==> src/rtl/program_memory_loadable.sv <==
// Loadable instruction store for the 8-bit accumulator CPU.
// Fills itself with HALT after reset, then serves fetches or accepts a streamed program.
module program_memory_loadable #(
    parameter int ADDR_WIDTH = 5,
    parameter int DATA_WIDTH = 8,
    parameter logic [DATA_WIDTH-1:0] FILL_WORD = 8'b000_1_0000
) (
    input  logic                  clk,
    input  logic                  rst,
    input  logic                  fetch_en,
    input  logic [ADDR_WIDTH-1:0] fetch_addr,
    output logic [DATA_WIDTH-1:0] fetch_data,
    output logic                  fetch_valid,
    input  logic                  load_start,
    input  logic                  load_valid,
    input  logic [DATA_WIDTH-1:0] load_data,
    input  logic                  load_last,
    output logic                  load_ready,
    output logic                  load_done,
    output logic                  load_overflow,
    output logic                  busy
);

    localparam int DEPTH = 2 ** ADDR_WIDTH;

    typedef enum logic [1:0] {
        ST_CLEAR,
        ST_RUN,
        ST_LOAD
    } state_t;

    state_t                  r_state;
    logic [ADDR_WIDTH-1:0]   r_ptr;
    logic [DATA_WIDTH-1:0]   r_mem [DEPTH];
    logic [DATA_WIDTH-1:0]   r_fetch_data;
    logic                    r_fetch_valid;
    logic                    r_load_done;
    logic                    r_load_overflow;

    logic                    w_accept;
    logic                    w_we;
    logic                    w_ptr_end;
    logic [DATA_WIDTH-1:0]   w_wdata;

    assign w_accept  = (r_state == ST_LOAD) && load_valid;
    assign w_ptr_end = (r_ptr == '1);
    assign w_we      = !rst && ((r_state == ST_CLEAR) || w_accept);
    assign w_wdata   = (r_state == ST_CLEAR) ? FILL_WORD : load_data;

    // Storage has no reset of its own; the CLEAR sweep initialises it.
    always_ff @(posedge clk) begin
        if (w_we) begin
            r_mem[r_ptr] <= w_wdata;
        end
    end

    always_ff @(posedge clk) begin
        if (rst) begin
            r_state         <= ST_CLEAR;
            r_ptr           <= '0;
            r_fetch_data    <= '0;
            r_fetch_valid   <= 1'b0;
            r_load_done     <= 1'b0;
            r_load_overflow <= 1'b0;
        end else begin
            r_fetch_valid <= 1'b0;
            r_load_done   <= 1'b0;
            unique case (r_state)
                ST_CLEAR: begin
                    r_ptr <= r_ptr + 1'b1;
                    if (w_ptr_end) begin
                        r_state <= ST_RUN;
                    end
                end
                ST_RUN: begin
                    if (fetch_en) begin
                        r_fetch_data  <= r_mem[fetch_addr];
                        r_fetch_valid <= 1'b1;
                    end
                    if (load_start) begin
                        r_state <= ST_LOAD;
                        r_ptr   <= '0;
                    end
                end
                ST_LOAD: begin
                    if (load_valid) begin
                        r_ptr <= r_ptr + 1'b1;
                        if (load_last || w_ptr_end) begin
                            r_state     <= ST_RUN;
                            r_load_done <= 1'b1;
                        end
                        // A full memory without an end marker is a truncated program.
                        if (!load_last && w_ptr_end) begin
                            r_load_overflow <= 1'b1;
                        end
                    end
                end
                default: begin
                    r_state <= ST_CLEAR;
                    r_ptr   <= '0;
                end
            endcase
        end
    end

    assign fetch_data    = r_fetch_data;
    assign fetch_valid   = r_fetch_valid;
    assign load_done     = r_load_done;
    assign load_overflow = r_load_overflow;
    assign load_ready    = (r_state == ST_LOAD);
    assign busy          = (r_state != ST_RUN);

endmodule
==> config.mk <==
export PLATFORM = sky130hd
export DESIGN_NAME = program_memory_loadable
export DESIGN_NICKNAME = d
export VERILOG_FILES = /design/src/rtl/program_memory_loadable.sv
export SDC_FILE = /design/constraint.sdc
export NUM_CORES = 1
export LEC_CHECK = 0
export CAP_MARGIN = 25
export CORE_ASPECT_RATIO = 2
export CORE_UTILIZATION = 55
export CTS_CLUSTER_SIZE = 40
export DETAILED_ROUTE_END_ITERATION = 12
export PLACE_DENSITY = 0.75
export SETUP_SLACK_MARGIN = 0.02
export SLEW_MARGIN = 20
export SYNTH_ARGS = -nofsm -noshare
export SYNTH_HDL_FRONTEND = slang
export SYNTH_SLANG_ARGS = --single-unit
==> constraint.sdc <==
create_clock -name clk -period 1.8 [get_ports clk]
set_input_delay 0.27 -clock clk [delete_from_list [all_inputs] [get_ports clk]]
set_output_delay 0.27 -clock clk [all_outputs]
set_load 0.01 [all_outputs]
==> key figures, run 1 <==
Min path
  – Hold depth: 3
  – Min-Delay Startpoint: load_last
  – Hold crit path type: input pin to register

Floorplanning
  – Die H: about 200 um
  – Row Count: 72
  – Die X: ~100 um
  – Initial Utilization: 56.3%
  – IO Pins: 32
  – Core Box Area: 19,500 um^2
  – Die Area: roughly 21,000 um^2

Pwr
  – Leak pwr: 4.67 nW
  – Power Density: ~930 nW/um^2
  – VDD IR max: roughly 1.0 mV
  – Pwr Total: 12.1 mW

STA
  – Period minus WS final: 1760 ps
  – Final hold slack: 449 ps
  – Slew Limit Fails: 0
  – RSZ-0062 raised after global routing: no
  – Pin slew with the least headroom to its limit: around 470 ps
  – Post-Route Setup TNS: 0 ps
  – Finish-stage setup viols: 0
  – PnR worst setup slack: 43.3 ps
  – Hold Fails Final Rpt: 0
  – Final Skew: around 11 ps
  – Final worst-path cycle share: 97.6%
  – Fmax: 569 MHz
  – Relative slew margins: 68.0%

Synth
  – Top_reg_cell synth: edfxtp_1
  – Synth Area in Compound Gates: 7.26%
  – Ys async rst share: 0%
  – Cell count after synthesis: 669
  – Yosys reg bits: 274
  – YS warnings: 0
  – Xor/xnor cell area share of the yosys netlist: 0.240%
  – Largest family of logic cells by synthesized area: multiplexers
  – Synth Net Count: about 690
  – Sequential cell area fraction in the yosys report: 73.4%
  – Yosys top cell area share: between 70% and 80%
  – Simple-gate share of the synthesized area: 4.50%
  – Distinct cells, synth: 38
  – Synth Area per Inst: 16.4 um^2
  – Post-Synth Adder-Cell Area: 0.571%
  – Post-synth top area cell: edfxtp_1
  – Main area contributors after synthesis: edfxtp_1 70%, mux2i_1 12%, a22oi_1 4.5%
  – Synthesized area: 11,000 um^2
  – Post-synthesis mux area share: approximately an eighth
  – Post-synth EDFFs: 256

Global route
  – Remaining Overflow, GRT: 0
  – Largest net degree at the start of global routing: 33
  – Overall routing resource usage: 26.2%
  – GR Layer Usage met3: 3.13%
  – Grt met1 use: between 20% and 30%
  – Vias in the first global route: 6,519
  – Initial antenna violation count: 0
  – Top Usage Layer GRT: met2
  – Met2 Usage GRT: 48.2%
  – Global-route wire length before repair: 38.4 mm

Final layout
  – Fin cells: ~1,100
  – Register area: 8050 um^2
  – Fin nets: roughly 800
  – Multi-input logic area: ~2800 um^2
  – Layout area overhead: 19.1%
  – Layout cells sized above 1: 20.3%
  – Fillers: 1,352
  – # diodes: 0

Route
  – Total Wirelength: 26.0 mm
  – Wire per inst: about 25 um
  – Post-route ant nets: 0
  – Via total after detailed routing: 6,384
  – Vias per inst: 6.07
  – DR DRC count: 0
  – Starting DRT DRC Count: 540
  – Drt first pass iters: 5

Worst setup path
  – Worst path depth: 1
  – CP top delay family: buffers and inverters
  – R2R setup slack: about 80 ps
  – CP Max Fanout: 2
  – Critical path origin: fetch_data[3]$_SDFFE_PP0P_
  – Critical path buffer and inverter count: 1
  – Setup Crit Path Kind: register to output pin
  – Critical Path, Cell by Cell: clkdlybuf4s50_1
  – CP arrival: roughly 1500 ps
  – Setup crit end kind: output pin
  – WP data required: about 1500 ps
  – Crit path max-delay cell type: clkdlybuf4s50_1
  – Crit start category: register
  – Largest stage delay, worst path: 580 ps
  – R2R cell count: 5
  – Reg-to-Reg Start: r_mem[12][6]$_DFFE_PP_

Clocking
  – Clock Path Buffers: 3
  – CTS H-tree lvls: 1
  – Worst-skew pair later-pin latency: 500 ps
  – Inserted Clock Buffers: 21
  – Hold buffers post-CTS: 0
  – # clock sinks: 274
  – Clk root buf: clkbuf_16
  – CTS tree: done
  – Clk pin slew, worst setup/hold paths: around 70 ps
  – Setup repair bufs after CTS: 0

Placement
  – DP Cell Count: between 1,000 and 1,500
  – Routability cong.: 0.937
  – Count of input and output buffers: 31
  – Detailed Place HPWL: ~17 mm
  – Dpl ws: -645 ps

Run status
  – Status: finished clean

Flow run
  – Max_cap viols: 0
## per-layer routing
metal	up-vias	routed length, um
met3	74	1610
li1	2814	-
met5	-	0
met1	3200	8720
met2	296	14400
met4	0	1280
## placed cells by master, fill, tap and decap left out, types with 7 or more instances in the layout
master,netlist,layout
a211oi_2,4,7
a21oi_1,34,33
a22oi_1,66,59
a22oi_2,0,7
buf_12,0,16
buf_4,6,73
clkbuf_1,22,7
clkbuf_16,0,21
clkdlybuf4s50_1,0,25
dfxtp_1,18,16
edfxtp_1,256,256
mux2i_1,128,128
nand2_1,8,8
nor2_1,53,49
nor2b_2,0,9
or4_1,8,7
## worst reg2reg max path: cells and delay by family, from the launching register on
family          cells  cell delay (ps)
simple gates        1              470
flops               1              350
mux                 1               80
compound gates      3              760
## power by group
group	switching, mW	internal [mW]
Clock	2.04	2.40
Sequential	0.0234	6.90
Combinational	0.384	0.332
Total	2.45	9.64
## flip-flops by register name (all words and copies together), names as in the netlist
register and cells:
load_overflow 1, load_done 1, r_mem 256, r_state 2
fetch_valid 1, r_ptr 5, fetch_data 8
## final timing paths
| check | end |
|---|---|
| max | fetch_data[3] |
| min | load_done$_SDFF_PP0_ |
| max reg2reg | fetch_data[6]$_SDFFE_PP0P_ |
| min reg2reg | load_overflow$_SDFFE_PP0P_ |
## cell families (layout without fill, tap and decap cells)
logic type,Yosys count,count (layout)
AO/OA/AOI/OAI,115,115
XOR/XNOR,3,3
buffers and inverters,43,166
AND/OR/NAND/NOR,101,101
multiplexers,128,128
flip-flops,274,274
adder cells (fa/ha/maj),5,5
## cells in the mapped netlist (3+ instances only)
cell and n:
nor2_1 53, nand2_1 8, inv_1 4, edfxtp_1 256, mux2i_1 128, nand3b_1 3, a21oi_1 34, a22oi_1 66
buf_6 6, nor3_1 3, or4_1 8, a211oi_1 4, nor2b_1 13, ha_1 5, nand2b_1 3, clkbuf_1 22
buf_4 6, a211oi_2 4, dfxtp_1 18
## final cells by class
class | instances | area share (%)
flip-flops and latches | 274 | 61.7
multi-input cells | 352 | 21.2
repair buffers | 123 | 9.44
clock buffers | 30 | 4.44
well taps | 259 | 2.48
clock inverters | 7 | 0.546
inverters | 6 | 0.173
## stage by stage
step | instance area (um^2) | utilization (%)
floorplan | 11000 | -
global placement | 12300 | 63.1
detailed placement | 12300 | 63.1
CTS | 13000 | 66.9
global route | 13100 | 67.1
finish | 13100 | 67.1
## what timing repair did
action,CTS,global route
pin swaps,5,1
gates resized for setup,24,7
setup endpoints to repair,10,174
cloned,1,0
No activity file was read; power rests on OpenSTA's default activity.
==> run 2, diff against run 1 <==
Settings changed: CORE_UTILIZATION 55 to 23, HOLD_SLACK_MARGIN set to 0.03, PLACE_DENSITY 0.75 to unset.
==> key figures, run 2 (same netlist as run 1, synthesis figures left out) <==
Run status
  – Status: finished clean

Final layout
  – Core Util, Final: 29.4% (-38 points)
  – # diodes: 0 (unchanged)
  – Most flops, register: r_mem
  – Fin cells: 1,445 (+37%)
  – Leading cell types in the layout, fill and taps excluded: 256 x edfxtp_1, 126 x mux2i_1, 96 x buf_4
  – Commonest non-fill, non-tap cell in the layout: edfxtp_1
  – Fillers: 4,728 (+250%)
  – Max FFs per register: 256 (unchanged)
  – Fin nets: 829 (+3.4%)
  – Layout cells sized above 1: 23.3% (+3.0 points)
  – Layout area overhead: 25.6%

STA
  – Slew Limit Fails: 0 (unchanged)
  – Fmax: 571 MHz (+0.31%)
  – PnR worst setup slack: 48.7 ps (+5.40 ps)
  – Hold Fails Final Rpt: 0 (unchanged)
  – Period minus WS final: 1750 ps (-5.40 ps)
  – Final hold slack: 426 ps (-22.8 ps)
  – Relative slew margins: 59.6% (-8.4 points)
  – RSZ-0062 raised after global routing: no
  – Finish-stage setup viols: 0 (unchanged)
  – Final Skew: 20.0 ps (+9.00 ps)
  – Final worst-path cycle share: 97.3% (-0.30 points)
  – Pin slew with the least headroom to its limit: 604 ps (+138 ps)

Clocking
  – Clk root buf: clkbuf_16
  – Clk pin slew, worst setup/hold paths: 80 ps (about the same)
  – # clock sinks: 274 (unchanged)
  – CTS H-tree lvls: 1 (unchanged)
  – Inserted Clock Buffers: 21 (unchanged)
  – Worst-skew pair later-pin latency: 520 ps (+20 ps)
  – Hold buffers post-CTS: 0 (unchanged)
  – Setup repair bufs after CTS: 0 (unchanged)
  – Clock Path Buffers: 3 (unchanged)
  – CTS tree: done

Route
  – Starting DRT DRC Count: 416 (-23%)
  – Wire per inst: 19.7 um (-20%)
  – Vias per inst: 4.30 (-29%)
  – Drt first pass iters: 5 (unchanged)
  – Via total after detailed routing: 6,218 (-2.6%)
  – Total Wirelength: 28.5 mm (+9.6%)
  – DR DRC count: 0 (unchanged)
  – Post-route ant nets: 0 (unchanged)

Floorplanning
  – Die Area: 48,600 um^2 (+140%)
  – Die X: 156 um (+54%)
  – Die H: 311 um (+54%)
  – Core Box Area: 46,800 um^2 (+140%)
  – IO Pins: 32 (unchanged)
  – Row Count: 112 (+56%)
  – Initial Utilization: 23.4% (-33 points)

Global route
  – Remaining Overflow, GRT: 0 (unchanged)
  – Initial antenna violation count: 0 (unchanged)
  – Largest net degree at the start of global routing: 33 (unchanged)
  – Global-route wire length before repair: 41.5 mm (+8.0%)
  – Vias in the first global route: 6,530 (+0.17%)
  – Overall routing resource usage: 11.8% (-14 points)

Placement
  – Count of input and output buffers: 31 (unchanged)
  – DP Cell Count: 1,410 (+39%)
  – Detailed Place HPWL: 20.4 mm (+18%)
  – Dpl ws: -874 ps (-229 ps)
  – Routability cong.: 0.822 (-12%)

Worst setup path
  – CP arrival: 2200 ps (+710 ps)
  – CP Max Fanout: 1 (-1)
  – Setup Crit Path Kind: register to register
  – WP data required: 2240 ps (+710 ps)
  – Setup crit end kind: register
  – Crit start category: register

Flow run
  – Max_cap viols: 0 (unchanged)

Pwr
  – Pwr Total: 12.2 mW (+0.79%)
  – VDD IR max: 0.523 mV (-48%)
  – Power Density: 885 nW/um^2 (-4.4%)
  – Leak pwr: 4.82 nW (+3.2%)

Min path
  – Hold crit path type: input pin to register
run 2: cell count changes in the layout (fill, tap and decap cells not counted), sizes merged, moves of 2 or more:
cell | before | now
clkbuf | 30 | 26
buf | 92 | 120
dlygate4sd2 | 4 | 6
clkinvlp | 2 | 4
clkdlybuf4s50 | 25 | 22
run 2: final cells by class:
| type | instances | area (um^2) | share of cell area [%] |
|---|---|---|---|
| clock buffers | 26 | 544 | 3.96 |
| flip-flops and latches | 274 | 8050 | 58.5 |
| inverters | 6 | 22.5 | 0.164 |
| repair buffers | 150 | 1480 | 10.7 |
| clock inverters | 10 | 91.3 | 0.664 |
| well taps | 627 | 785 | 5.70 |
| multi-input cells | 352 | 2790 | 20.2 |
run 2: worst paths after layout:
check	startpoint	to	slack, ps	depth (start not counted)
max	r_mem[17][5]$_DFFE_PP_	fetch_data[5]$_SDFFE_PP0P_	50	6
min reg2reg	load_overflow$_SDFFE_PP0P_	load_overflow$_SDFFE_PP0P_	500	2
min	load_last	load_done$_SDFF_PP0_	430	3
max reg2reg	r_mem[17][5]$_DFFE_PP_	fetch_data[5]$_SDFFE_PP0P_	50	6
run 2: power breakdown:
part           internal, mW  total (mW)  leakage [nW]  switching (mW)
combinational         0.364       0.774          2.03           0.409
clock                  2.32        4.49         0.297            2.16
sequential             6.90        6.92          2.50          0.0242
total                  9.59        12.2          4.82            2.60
run 2: timing repair:
action                                  in CTS  in global routing
pin swaps                                    6                  9
resized for setup                           24                 12
endpoints found under the setup margin      13                 17
run 2: critical path: stages (launching register included):
cell and delay, ps:
edfxtp_1 330, mux2i_1 70, a22oi_2 280, a21oi_1 110, buf_4 140, or4_1 530, a211oi_2 220
run 2: per-stage QoR:
stage                     cell area (um^2)  TNS (ps)
after floorplan                      11000         0
after global placement               13000    -37510
after detailed placement             13000    -45030
after CTS                            13700         0
after global routing                 13800         0
final                                13800         0
run 2: metal layers:
metal / vias up / global-route usage, % / wire length, um
met1: 3118 / 10.9 / 9420
met5: - / 0 / 0
li1: 2871 / - / -
met2: 172 / 24.3 / 16900
met3: 57 / 1.21 / 749
met4: 0 / 6.26 / 1410
